===== src/rtl/hs_lane_rx_ctrl.sv =====
// hs_lane_rx_ctrl: receive-side sequencer for one MIPI D-PHY HS data lane.
// Hunts the serial stream for the HS sync byte, then frames 8-bit groups
// into byte strobes and gates the deserializer shift enable.
// Optional feature macro: SYNC_ERR_TOL_EN (accept sync with one bit in error).
module hs_lane_rx_ctrl #(
  parameter logic [7:0]  SYNC_BYTE    = 8'hB8,
  parameter int unsigned HUNT_TIMEOUT = 64,
  parameter int unsigned CNT_W        = 16
) (
  input  logic             clk,
  input  logic             rst_n,
  input  logic             hs_en,
  input  logic             datain,
  output logic             deser_en,
  output logic [7:0]       byte_out,
  output logic             byte_valid,
  output logic             sync_found,
  output logic             sync_err,
  output logic [CNT_W-1:0] byte_cnt
);

  typedef enum logic [1:0] {
    IDLE = 2'd0,
    HUNT = 2'd1,
    DATA = 2'd2,
    ERR  = 2'd3
  } state_t;

  state_t           state_q;
  logic [7:0]       sh_q;
  logic [7:0]       sh_d;
  logic [2:0]       bit_cnt_q;
  logic [15:0]      hunt_cnt_q;
  logic [7:0]       byte_out_q;
  logic             byte_valid_q;
  logic             sync_found_q;
  logic             sync_err_q;
  logic [CNT_W-1:0] byte_cnt_q;
  logic             sync_match;

  localparam logic [15:0]      HUNT_LAST = 16'(HUNT_TIMEOUT - 1);
  localparam logic [CNT_W-1:0] CNT_ONE   = {{(CNT_W-1){1'b0}}, 1'b1};

  // Next shift-register value: new bit enters at the top, first bit ends in [0].
  always_comb begin
    sh_d = {datain, sh_q[7:1]};
  end

`ifdef SYNC_ERR_TOL_EN
  logic [7:0] sync_diff;
  logic [3:0] sync_ones;

  // Sync accepted when at most one bit differs from the sync pattern.
  always_comb begin
    sync_diff = sh_d ^ SYNC_BYTE;
    sync_ones = '0;
    for (int unsigned i = 0; i < 8; i++) begin
      sync_ones = sync_ones + {3'b000, sync_diff[i]};
    end
    sync_match = (sync_ones <= 4'd1);
  end
`else
  // Sync accepted only on an exact pattern match.
  always_comb begin
    sync_match = (sh_d == SYNC_BYTE);
  end
`endif

  // Lane sequencer: leaving HS mode overrides every state and drops any partial byte.
  always_ff @(posedge clk or negedge rst_n) begin
    if (!rst_n) begin
      state_q      <= IDLE;
      sh_q         <= '0;
      bit_cnt_q    <= '0;
      hunt_cnt_q   <= '0;
      byte_out_q   <= '0;
      byte_valid_q <= 1'b0;
      sync_found_q <= 1'b0;
      sync_err_q   <= 1'b0;
      byte_cnt_q   <= '0;
    end else begin
      byte_valid_q <= 1'b0;
      sync_found_q <= 1'b0;
      if (!hs_en) begin
        state_q    <= IDLE;
        sh_q       <= '0;
        bit_cnt_q  <= '0;
        hunt_cnt_q <= '0;
        sync_err_q <= 1'b0;
        byte_cnt_q <= '0;
      end else begin
        case (state_q)
          IDLE: begin
            sh_q       <= '0;
            bit_cnt_q  <= '0;
            hunt_cnt_q <= '0;
            byte_cnt_q <= '0;
            state_q    <= HUNT;
          end
          HUNT: begin
            sh_q       <= sh_d;
            hunt_cnt_q <= hunt_cnt_q + 16'd1;
            if (sync_match) begin
              state_q      <= DATA;
              sync_found_q <= 1'b1;
              bit_cnt_q    <= '0;
            end else if (hunt_cnt_q == HUNT_LAST) begin
              state_q    <= ERR;
              sync_err_q <= 1'b1;
            end
          end
          DATA: begin
            sh_q      <= sh_d;
            bit_cnt_q <= bit_cnt_q + 3'd1;
            if (bit_cnt_q == 3'd7) begin
              byte_out_q   <= sh_d;
              byte_valid_q <= 1'b1;
              if (byte_cnt_q != '1) begin
                byte_cnt_q <= byte_cnt_q + CNT_ONE;
              end
            end
          end
          ERR: begin
            sync_err_q <= 1'b1;
          end
          default: begin
            state_q <= IDLE;
          end
        endcase
      end
    end
  end

  assign deser_en   = (state_q == DATA);
  assign byte_out   = byte_out_q;
  assign byte_valid = byte_valid_q;
  assign sync_found = sync_found_q;
  assign sync_err   = sync_err_q;
  assign byte_cnt   = byte_cnt_q;

endmodule


===== config.mk =====
export PLATFORM = sky130hd
export DESIGN_NAME = hs_lane_rx_ctrl
export DESIGN_NICKNAME = d
export VERILOG_FILES = /design/src/rtl/hs_lane_rx_ctrl.sv
export SDC_FILE = /design/constraint.sdc
export NUM_CORES = 1
export LEC_CHECK = 0
export CORE_AREA = 2 2 85 87
export CTS_CLUSTER_DIAMETER = 50
export DETAILED_ROUTE_END_ITERATION = 8
export DIE_AREA = 0 0 87 89
export PLACE_DENSITY = 0.72
export RECOVER_POWER = 50
export SYNTH_ARGS = -nofsm -noshare
export SYNTH_HDL_FRONTEND = slang
export SYNTH_SLANG_ARGS = --single-unit

===== constraint.sdc =====
create_clock -name clk -period 2.1 [get_ports clk]
set_input_delay 0.21 -clock clk [delete_from_list [all_inputs] [get_ports clk]]
set_output_delay 0.21 -clock clk [all_outputs]
set_load 0.1 [all_outputs]

==> qor.yml <==
route:
  vias: 2692
  drt-wirelength-per-cell_um: 15.5
  via_per_inst: 6.13
  remaining_drc_errors: 0
  drtPass1Iterations: 4
  dr.first_iter.drc_count: 172
  wirelength_mm: 6.78
  ant_nets: 0
min_path:
  holdCritStartpoint: "hunt_cnt_q[4]"
  min_to: "hunt_cnt_q[4]"
  holdPathStages: 1
  hold_class: "reg2reg"
global_route:
  grt_pass1_vias: 2501
  grtUsageTotal_pct: 18.9
  overflow: 0
  grt_first_pass_wirelength_mm: 11.7
  antenna_found_initial: 0
  grt_max_degree: 22
floorplan:
  start_util_pct: 44.3
  ios: 32
  coreArea_mm2: 0.00672
  die-area_mm2: 0.00774
  die_h_um: 89
  row_count: 30
  chipWidth_um: 87
critical_path:
  timing.rr.end: "byte_cnt[11]"
  ff2ff_setup_slack_ns: 0.1
  timing.rr.start: "bit_cnt_q[0]"
  r2r_cells: 6
  path_max_fanout: 5
  worstPathRequired_ns: 2.30
  crit_arrival_ns: 2.21
  end_kind: "register"
  start_kind: "register"
  worstSetupPathType: "reg2reg"
clock_tree:
  cts.sinks: 55
  cts_root_buffer: "clkbuf_8"
  clock_path_buffers: 2
  cts_inserted_buffers: 5
  worstSkewPairLatency_ns: 0.31
  htreeDepth: 2
  cts_tree: "done"
  clk_pin_slew_ns: 0.10
place:
  dpl.hpwl_mm: 4.96
  dp_slack_ns: 0.0842
  gp_congestion: 0.845
  io_buffers: 31
timing:
  final_hold_viol_count: 0
  fin_ws_ns: 0.0954
  period_minus_slack_ns: 2.00
  finalMaxSlewViolations: 0
  setup_viol: 0
  relSlewSlack_pct: 22.4
  timing.final.crit_share_pct: 95.5
  worst_slew_pin_slew_ns: 1.17
  clock.fmax_mhz: 499
  clock_skew_ns: 0.00626
  rsz0062_at_grt: "no"
synth:
  synth_cell_types: 46
  synth_common_cells: "dfrtp_1, nand2_1, a21oi_1"
  synth_nets: 329
  synth_most_common_cell: "dfrtp_1"
  synth.area.top_cells: "dfrtp_1, nand2_1, a21oi_1, nand3_1, o21ai_0"
  syn_inst: 318
  syn_area_per_cell_um2: 9.37
  ys_ff_latch: 55
  yosysSeqAreaShare_pct: 46.2
  yosys.area.top_type: "dfrtp_1"
  async_flop_share_pct: 100
  yosysWarnings: 0
  yosysTopAreaCellShare_pct: 46.2
  ys.flop_type: "dfrtp_1"
  syn-cell-area_mm2: 0.00298
  synth_edf_count: 0
pwr:
  ir_drop_mv: 0.328
  p_leak_nw: 1.48
  power_density_mw_per_mm2: 527
final_layout:
  postLayoutCoreUtil_pct: 51.9
  n_fill_cell: 649
  antenna-diode-count: 0
  area.growth.synth_to_final_pct: 17.1
  post_route_cells_drive_above_1_share_pct: 21.4
  nNetsFinal: 369
run:
  max_cap_viol_count: 0
status:
  status: "completed"
==> cell usage in the layout, fill, tap and decap left out, types with 9 or more instances in the layout <==
master    Yosys  layout
a21oi_1      22      22
buf_4         0      31
inv_1        13      13
nand3_1      19      19
dfrtp_1      55      39
dfrtp_2       0      12
o21ai_0      19      19
a31oi_1      11      11
nand4_1      13      13
nor2_1        9       9
nand2_1      30      30
clkbuf_1     16      12
==> cell type report <==
type                            count  area (um2)  share of cell area (%)
Clock buffer                        6        72.6                    2.08
Clock inverter                      2        12.5                   0.359
Inverter                           13        48.8                    1.40
Multi-Input combinational cell    232        1500                    43.0
Sequential cell                    55        1410                    40.3
Tap cell                           80         100                    2.87
Timing Repair Buffer               51         349                    10.0
==> critical path, stage by stage, from the launching register on <==
cell	delay, ns
dfrtp_1	0.36
ha_1	0.15
ha_2	0.20
nand4_4	0.08
or4_4	0.53
o311a_1	0.31
a211o_1	0.27
==> per-stage QoR <==
stage | area, um2 | setup TNS, ns | hold slack (ns) | instances | power, mW
3_3_place_gp | 3430 | 0 | 0.187 | 429 | 1.28
4_1_cts | 3530 | 0 | 0.381 | 438 | 1.87
2_1_floorplan | 3020 | -0.0466 | -0.0856 | 318 | 1.21
3_5_place_dp | 3430 | 0 | 0.195 | 429 | 1.28
5_1_grt | 3490 | 0 | 0.534 | 439 | 1.92
6_report | 3490 | 0 | 0.505 | 439 | 1.84
==> logic make-up (layout without fill, tap and decap cells) <==
| family | after synthesis | in the layout | synth area share [%] |
|---|---|---|---|
| and+or+nand+nor | 129 | 129 | 24.6 |
| AOI/OAI and AO/OA | 85 | 85 | 18.3 |
| DFF | 55 | 55 | 46.2 |
| buffers and inverters | 31 | 72 | 3.99 |
| muxes | 11 | 11 | 4.03 |
| adders and majority gates | 7 | 7 | 2.94 |
==> layer usage <==
metal / track usage (%) / share of wire, % / vias to the layer above
li1: - / - / 1277
met2: 32.8 / 49 / 89
met1: 24.4 / 45 / 1316
met4: 5.54 / 1.8 / 0
met5: 0 / 0 / -
met3: 3.05 / 4.7 / 10
==> flip-flops by register name (all words and copies together), names as in the netlist <==
name        flops
bit_cnt_q       3
byte_cnt       16
byte_out        8
byte_valid      1
hunt_cnt_q     16
sh_q            7
state_q         2
sync_err        1
sync_found      1
==> where the power goes <==
part           internal (mW)  switching, mW
clock network          0.234          0.343
logic                 0.0526          0.130
registers               1.07         0.0101
==> how the worst max path moves through the flow <==
stage,startpoint,endpoint,slack [ns],cells past startpoint
after floorplan,byte_cnt[8],byte_cnt[11],-0.05,4
after global placement,bit_cnt_q[0],byte_cnt[11],0.12,6
after detailed placement,bit_cnt_q[0],byte_cnt[11],0.08,6
after CTS,bit_cnt_q[0],byte_cnt[11],0.06,6
after global routing,rst_n,byte_cnt[7],0.006,3
final,bit_cnt_q[0],byte_cnt[11],0.1,6
==> timing repair <==
action	in CTS	in global routing
hold buffers	1	0
setup endpoints to repair	0	3
endpoints found under the hold margin	19	0
buffers inserted	0	1
gates resized for setup	0	1
Note: power is estimated with default switching activity, not from simulation.
